**src/rtl/servant_uart_rx.sv**
```systemverilog
// rtl/servant_uart_rx.sv - 8N1 UART receiver with byte FIFO and valid/ready output
// Optional macro SERVANT_UART_PARITY_EN adds an even-parity bit between data and stop.
module servant_uart_rx #(
  parameter int CLK_FREQ   = 32000000,
  parameter int BAUD       = 57600,
  parameter int FIFO_DEPTH = 16
) (
  input  logic                        wb_clk,
  input  logic                        wb_rst,
  input  logic                        i_rx,
  output logic [7:0]                  o_data,
  output logic                        o_valid,
  input  logic                        i_ready,
  output logic [$clog2(FIFO_DEPTH):0] o_level,
  output logic                        o_frame_err,
  output logic                        o_overflow,
  output logic                        o_parity_err,
  input  logic                        i_clr
);

  localparam int CPB = CLK_FREQ / BAUD;
  localparam int CW  = $clog2(CPB + 1);
  localparam int AW  = $clog2(FIFO_DEPTH);

`ifdef SERVANT_UART_PARITY_EN
  typedef enum logic [2:0] {IDLE, START, DATA, STOP, PARITY} state_t;
`else
  typedef enum logic [2:0] {IDLE, START, DATA, STOP} state_t;
`endif

  state_t        state, state_n;
  logic [CW-1:0] cnt, cnt_n;
  logic [7:0]    shreg, shreg_n;
  logic [2:0]    bitn, bitn_n;
  logic          rx_meta, rxs, rxs_d;
  logic          fall, expire;
  logic          push_req, ferr_set;
`ifdef SERVANT_UART_PARITY_EN
  logic          par_bad, par_bad_n, perr_set;
`endif

  logic [7:0]  mem [FIFO_DEPTH];
  logic [AW:0] wptr, rptr;
  logic        full, pop, push, ovf_set;

  // Synchroniser resets high so the line reads idle out of reset
  always_ff @(posedge wb_clk or posedge wb_rst) begin
    if (wb_rst) begin
      rx_meta <= 1'b1;
      rxs     <= 1'b1;
      rxs_d   <= 1'b1;
    end else begin
      rx_meta <= i_rx;
      rxs     <= rx_meta;
      rxs_d   <= rxs;
    end
  end

  assign fall   = rxs_d & ~rxs;
  assign expire = (cnt == CW'(1));

  always_ff @(posedge wb_clk or posedge wb_rst) begin
    if (wb_rst) begin
      state   <= IDLE;
      cnt     <= '0;
      shreg   <= '0;
      bitn    <= '0;
`ifdef SERVANT_UART_PARITY_EN
      par_bad <= 1'b0;
`endif
    end else begin
      state   <= state_n;
      cnt     <= cnt_n;
      shreg   <= shreg_n;
      bitn    <= bitn_n;
`ifdef SERVANT_UART_PARITY_EN
      par_bad <= par_bad_n;
`endif
    end
  end

  always_comb begin
    state_n   = state;
    cnt_n     = cnt;
    shreg_n   = shreg;
    bitn_n    = bitn;
    push_req  = 1'b0;
    ferr_set  = 1'b0;
`ifdef SERVANT_UART_PARITY_EN
    par_bad_n = par_bad;
    perr_set  = 1'b0;
`endif
    if (state != IDLE && !expire) cnt_n = cnt - CW'(1);
    case (state)
      IDLE: begin
        // Only a fresh falling edge starts a frame, so a held break is ignored
        if (fall) begin
          state_n = START;
          cnt_n   = CW'(CPB / 2);
`ifdef SERVANT_UART_PARITY_EN
          par_bad_n = 1'b0;
`endif
        end
      end
      START: begin
        if (expire) begin
          if (rxs) begin
            state_n = IDLE;
          end else begin
            state_n = DATA;
            cnt_n   = CW'(CPB);
            bitn_n  = '0;
          end
        end
      end
      DATA: begin
        if (expire) begin
          shreg_n = {rxs, shreg[7:1]};
          cnt_n   = CW'(CPB);
          bitn_n  = bitn + 3'd1;
          if (bitn == 3'd7) begin
`ifdef SERVANT_UART_PARITY_EN
            state_n = PARITY;
`else
            state_n = STOP;
`endif
          end
        end
      end
`ifdef SERVANT_UART_PARITY_EN
      PARITY: begin
        if (expire) begin
          state_n = STOP;
          cnt_n   = CW'(CPB);
          if (rxs != ^shreg) begin
            perr_set  = 1'b1;
            par_bad_n = 1'b1;
          end
        end
      end
`endif
      STOP: begin
        if (expire) begin
          state_n = IDLE;
          if (rxs) begin
`ifdef SERVANT_UART_PARITY_EN
            push_req = ~par_bad;
`else
            push_req = 1'b1;
`endif
          end else begin
            ferr_set = 1'b1;
          end
        end
      end
      default: state_n = IDLE;
    endcase
  end

  assign o_level = wptr - rptr;
  assign o_valid = (o_level != '0);
  assign full    = (o_level == (AW + 1)'(FIFO_DEPTH));
  assign pop     = o_valid & i_ready;
  // A pop in the same cycle frees the slot, so a full FIFO still accepts the push
  assign push    = push_req & (~full | pop);
  assign ovf_set = push_req & full & ~pop;
  assign o_data  = o_valid ? mem[rptr[AW-1:0]] : 8'h00;

  always_ff @(posedge wb_clk or posedge wb_rst) begin
    if (wb_rst) begin
      wptr <= '0;
      rptr <= '0;
    end else begin
      if (push) wptr <= wptr + (AW + 1)'(1);
      if (pop)  rptr <= rptr + (AW + 1)'(1);
    end
  end

  always_ff @(posedge wb_clk) begin
    if (push) mem[wptr[AW-1:0]] <= shreg;
  end

  always_ff @(posedge wb_clk or posedge wb_rst) begin
    if (wb_rst) begin
      o_frame_err <= 1'b0;
      o_overflow  <= 1'b0;
    end else begin
      if (ferr_set)   o_frame_err <= 1'b1;
      else if (i_clr) o_frame_err <= 1'b0;
      if (ovf_set)    o_overflow  <= 1'b1;
      else if (i_clr) o_overflow  <= 1'b0;
    end
  end

`ifdef SERVANT_UART_PARITY_EN
  always_ff @(posedge wb_clk or posedge wb_rst) begin
    if (wb_rst)        o_parity_err <= 1'b0;
    else if (perr_set) o_parity_err <= 1'b1;
    else if (i_clr)    o_parity_err <= 1'b0;
  end
`else
  assign o_parity_err = 1'b0;
`endif

endmodule
```
**config.mk**
```make
export PLATFORM = sky130hd
export DESIGN_NAME = servant_uart_rx
export DESIGN_NICKNAME = d
export VERILOG_FILES = /design/src/rtl/servant_uart_rx.sv
export SDC_FILE = /design/constraint.sdc
export NUM_CORES = 1
export LEC_CHECK = 0
export ABC_CLOCK_PERIOD_IN_PS = 4900
export BUFFER_PORTS_ARGS = -buffer_cell sky130_fd_sc_hd__clkbuf_2
export CORE_AREA = 2 2 123 125
export CTS_BUF_LIST = sky130_fd_sc_hd__clkbuf_8
export DETAILED_ROUTE_END_ITERATION = 6
export DIE_AREA = 0 0 125 127
export GPL_TIMING_DRIVEN = 0
export PLACE_DENSITY_LB_ADDON = 0.15
export SETUP_SLACK_MARGIN = 0.2
export SLEW_MARGIN = 20
export SYNTH_ARGS = -nofsm -noshare
export SYNTH_HDL_FRONTEND = slang
export SYNTH_SLANG_ARGS = --single-unit
```
**constraint.sdc**
```tcl
create_clock -name wb_clk -period 4.9 [get_ports wb_clk]
set_input_delay 0.98 -clock wb_clk [delete_from_list [all_inputs] [get_ports wb_clk]]
set_output_delay 0.98 -clock wb_clk [all_outputs]
set_load 0.005 [all_outputs]
```
==> impl_metrics.json <==
{
  "routed.top_layer": "met4",
  "synthDistinctLibCells": 67,
  "grt_overflow": 0,
  "cts_htree_levels": 4,
  "grt_max_degree": 31,
  "fin_tns_setup_ns": 0,
  "ys_ff_latch": 166,
  "yosysTopAreaCell": "edfxtp_1",
  "intPower_mw": 2.549,
  "final_common_cell": "edfxtp_1",
  "power.switching_mw": 1.150,
  "cts_sinks": 166,
  "power.total_mw": 3.699,
  "syn-num-nets": 441,
  "start_util": 0.4965,
  "ys_warn_count": 0,
  "place.gp.congestion": 0.8064,
  "tightest_slew_ns": 1.134,
  "cts_tree": "done",
  "n_antenna_cell": 0,
  "synth_edf_count": 128,
  "finalMaxSlewViolations": 0,
  "cts_resized": 0,
  "fp.dieH_um": 127,
  "postCtsSetupBuffers": 0,
  "insertion_delay_ns": 0.45,
  "clkTransAtPathRegs_ns": 0.08,
  "end_kind": "output pin",
  "critical_path_arrival_ns": 3.43,
  "critical_path_class": "reg -> out",
  "totalWireLength_um": 13910,
  "synth_area_um2": 7162,
  "synth_top_area_frac": 0.5367,
  "firstDrtPassIters": 4,
  "hpwlAfterDp_um": 9337,
  "nets": 481,
  "p_comb_frac": 0.291,
  "start_kind": "register",
  "power.density_nw_per_um2": 465.7,
  "dr.first_iter.drc_count": 210,
  "drive_above_1_share": 0.2863,
  "drv_cap": 0,
  "numPortBuffers": 20,
  "mostFrequentLayoutCells": "edfxtp_1 (128), dfrtp_1 (35), mux4_2 (32)",
  "vias": 3688,
  "fin_crit_sh": 0.8991,
  "core_area_um2": 14420,
  "seq_area_frac_synth": 0.6700,
  "synth_area_leaders": "edfxtp_1 (54%), dfrtp_1 (12%), mux4_2 (10%)",
  "wl_per_cell_um": 21.11,
  "skew_ns": 0.009339,
  "p_seq_frac": 0.443,
  "synth_cells": 422,
  "place.detailed.instances": 627,
  "met2_length_um": 7095,
  "grt_pass1_wl_um": 21840,
  "wl_met3_um": 463,
  "num_rows": 44,
  "via_per_inst": 5.596,
  "whs_ns": 0.3589,
  "worstPathMaxFanout": 10,
  "hold_viol": 0,
  "numCtsBuffers": 17,
  "grt_usage": 0.1867,
  "fmax_mhz": 227.0,
  "finish.utilization": 0.5507,
  "finalNonFillerCells": 659,
  "ios": 22,
  "max_slew_margin": 0.2420,
  "synth_area_per_cell_um2": 16.97,
  "outcome": "finished, final reports clean",
  "synthArstFlopShare": 0.2289,
  "die-area_um2": 15880,
  "hold_path_class": "reg -> reg",
  "clock_path_buffers": 2,
  "design_area_um2": 7944,
  "irDropWorstVdd_mv": 0.2033,
  "final.min_clock_period_ns": 4.406,
  "critPathRequiredTime_ns": 3.92,
  "dp_slack_ns": 0.9357,
  "setup_viol": 0,
  "place_area_um2": 7522,
  "hold_buffers": 0,
  "drt-met1-wl_um": 6093,
  "antenna_left": 0,
  "fin_ws_ns": 0.4944,
  "area_delta_synth_final_pct": 10.92,
  "drc_errors": 0,
  "rsz0062_at_grt": "false",
  "power_leakage_nw": 2.869,
  "grt_pass1_vias": 3863,
  "die_w_um": 125,
  "clockPowerShare": 0.266,
  "clk_root_buffer_cell": "clkbuf_8",
  "synth_ff_type": "edfxtp_1",
  "netSwitchingFraction": 0.3109,
  "antenna_found_initial": 0
}
[layout make-up]
type                       instances  area, um2
buffer                            21      122.6
clock buffer                      17      234.0
clock inverter                    15      161.4
fill                            1197       6480
inverter                          16      60.06
multi-input combinational        219       2217
sequential                       166       4798
tap                              184      230.2
timing repair buffer              21      120.1
[kinds of logic (layout without fill, tap and decap cells)]
family / Yosys count / in the layout / share of synthesized area
other: 1 / 1 / 0.0005236
and+or+nand+nor: 99 / 99 / 0.08980
xor gates and xnor gates: 16 / 16 / 0.02061
muxes: 50 / 50 / 0.1281
DFF: 166 / 166 / 0.6700
adders and majority gates: 14 / 14 / 0.02551
buffers and inverters: 37 / 90 / 0.02550
AOI/OAI and AO/OA: 39 / 39 / 0.04001
[power groups by stage]
| stage | Combinational [mW] | Sequential, mW | Clock [mW] |
|---|---|---|---|
| floorplan | 0.777 | 1.65 | 0 |
| global placement | 1.07 | 1.66 | 0 |
| detailed placement | 1.09 | 1.67 | 0 |
| CTS | 1.09 | 1.64 | 1.00 |
| global route | 1.18 | 1.65 | 1.05 |
| finish | 1.08 | 1.64 | 0.984 |
[sequential cells by signal, indices dropped and copies added, names as in the netlist]
register and count:
bitn 3, cnt 10, mem 128, o_frame_err 1
o_overflow 1, rptr 5, rx_meta 1, rxs 1
rxs_d 1, shreg 8, state 2, wptr 5
[cell usage after synthesis (2+ instances only)]
library cell / n
nor3b_2: 4
o21ai_0: 6
o21ai_1: 3
ha_1: 13
xor2_1: 5
a21o_1: 2
xnor2_1: 10
a22o_1: 2
nand3b_1: 3
nand3_1: 7
nand2b_1: 2
or3b_2: 2
dfstp_2: 3
or3_1: 2
nor3b_1: 2
mux4_2: 32
buf_2: 8
nor2_1: 9
nor4b_2: 3
buf_4: 4
nand2_1: 25
a211oi_1: 9
mux2_2: 7
a21oi_1: 5
and2b_1: 2
mux2_1: 2
nor3_2: 3
dfrtp_1: 35
nor4_2: 3
nor3_1: 7
nor2b_1: 3
mux2i_1: 8
and2_4: 2
edfxtp_1: 128
and3_1: 11
inv_1: 15
clkbuf_1: 5
[worst max-delay path: stages (launching register included)]
cell	delay (ns)
dfrtp_1	0.32
buf_2	0.22
buf_2	0.31
inv_1	0.15
buf_2	0.26
ha_1	0.37
xor2_1	0.18
a211o_1	0.30
a22oi_1	0.27
buf_2	0.33
a211oi_1	0.10
clkbuf_2	0.16
[final timing paths]
check / startpoint / end / slack [ns] / cells after the start
min in group asynchronous: wb_rst / cnt[6] / 0.41 / 2
max in group asynchronous: wb_rst / rxs_d / 4.00 / 3
setup reg to reg: rptr[3] / mem[1][7] / 1.12 / 10
setup / recovery: rptr[2] / o_data[2] / 0.49 / 11
hold / removal: rx_meta / rxs / 0.36 / 0
hold reg to reg: rx_meta / rxs / 0.36 / 0
[routing by layer]
layer,GRT usage,vias to the layer above
met1,0.2434,1905
met2,0.3107,50
li1,-,1712
met4,0.07190,0
met3,0.04104,21
met5,0,-
Note: power is estimated with default switching activity, not from simulation.
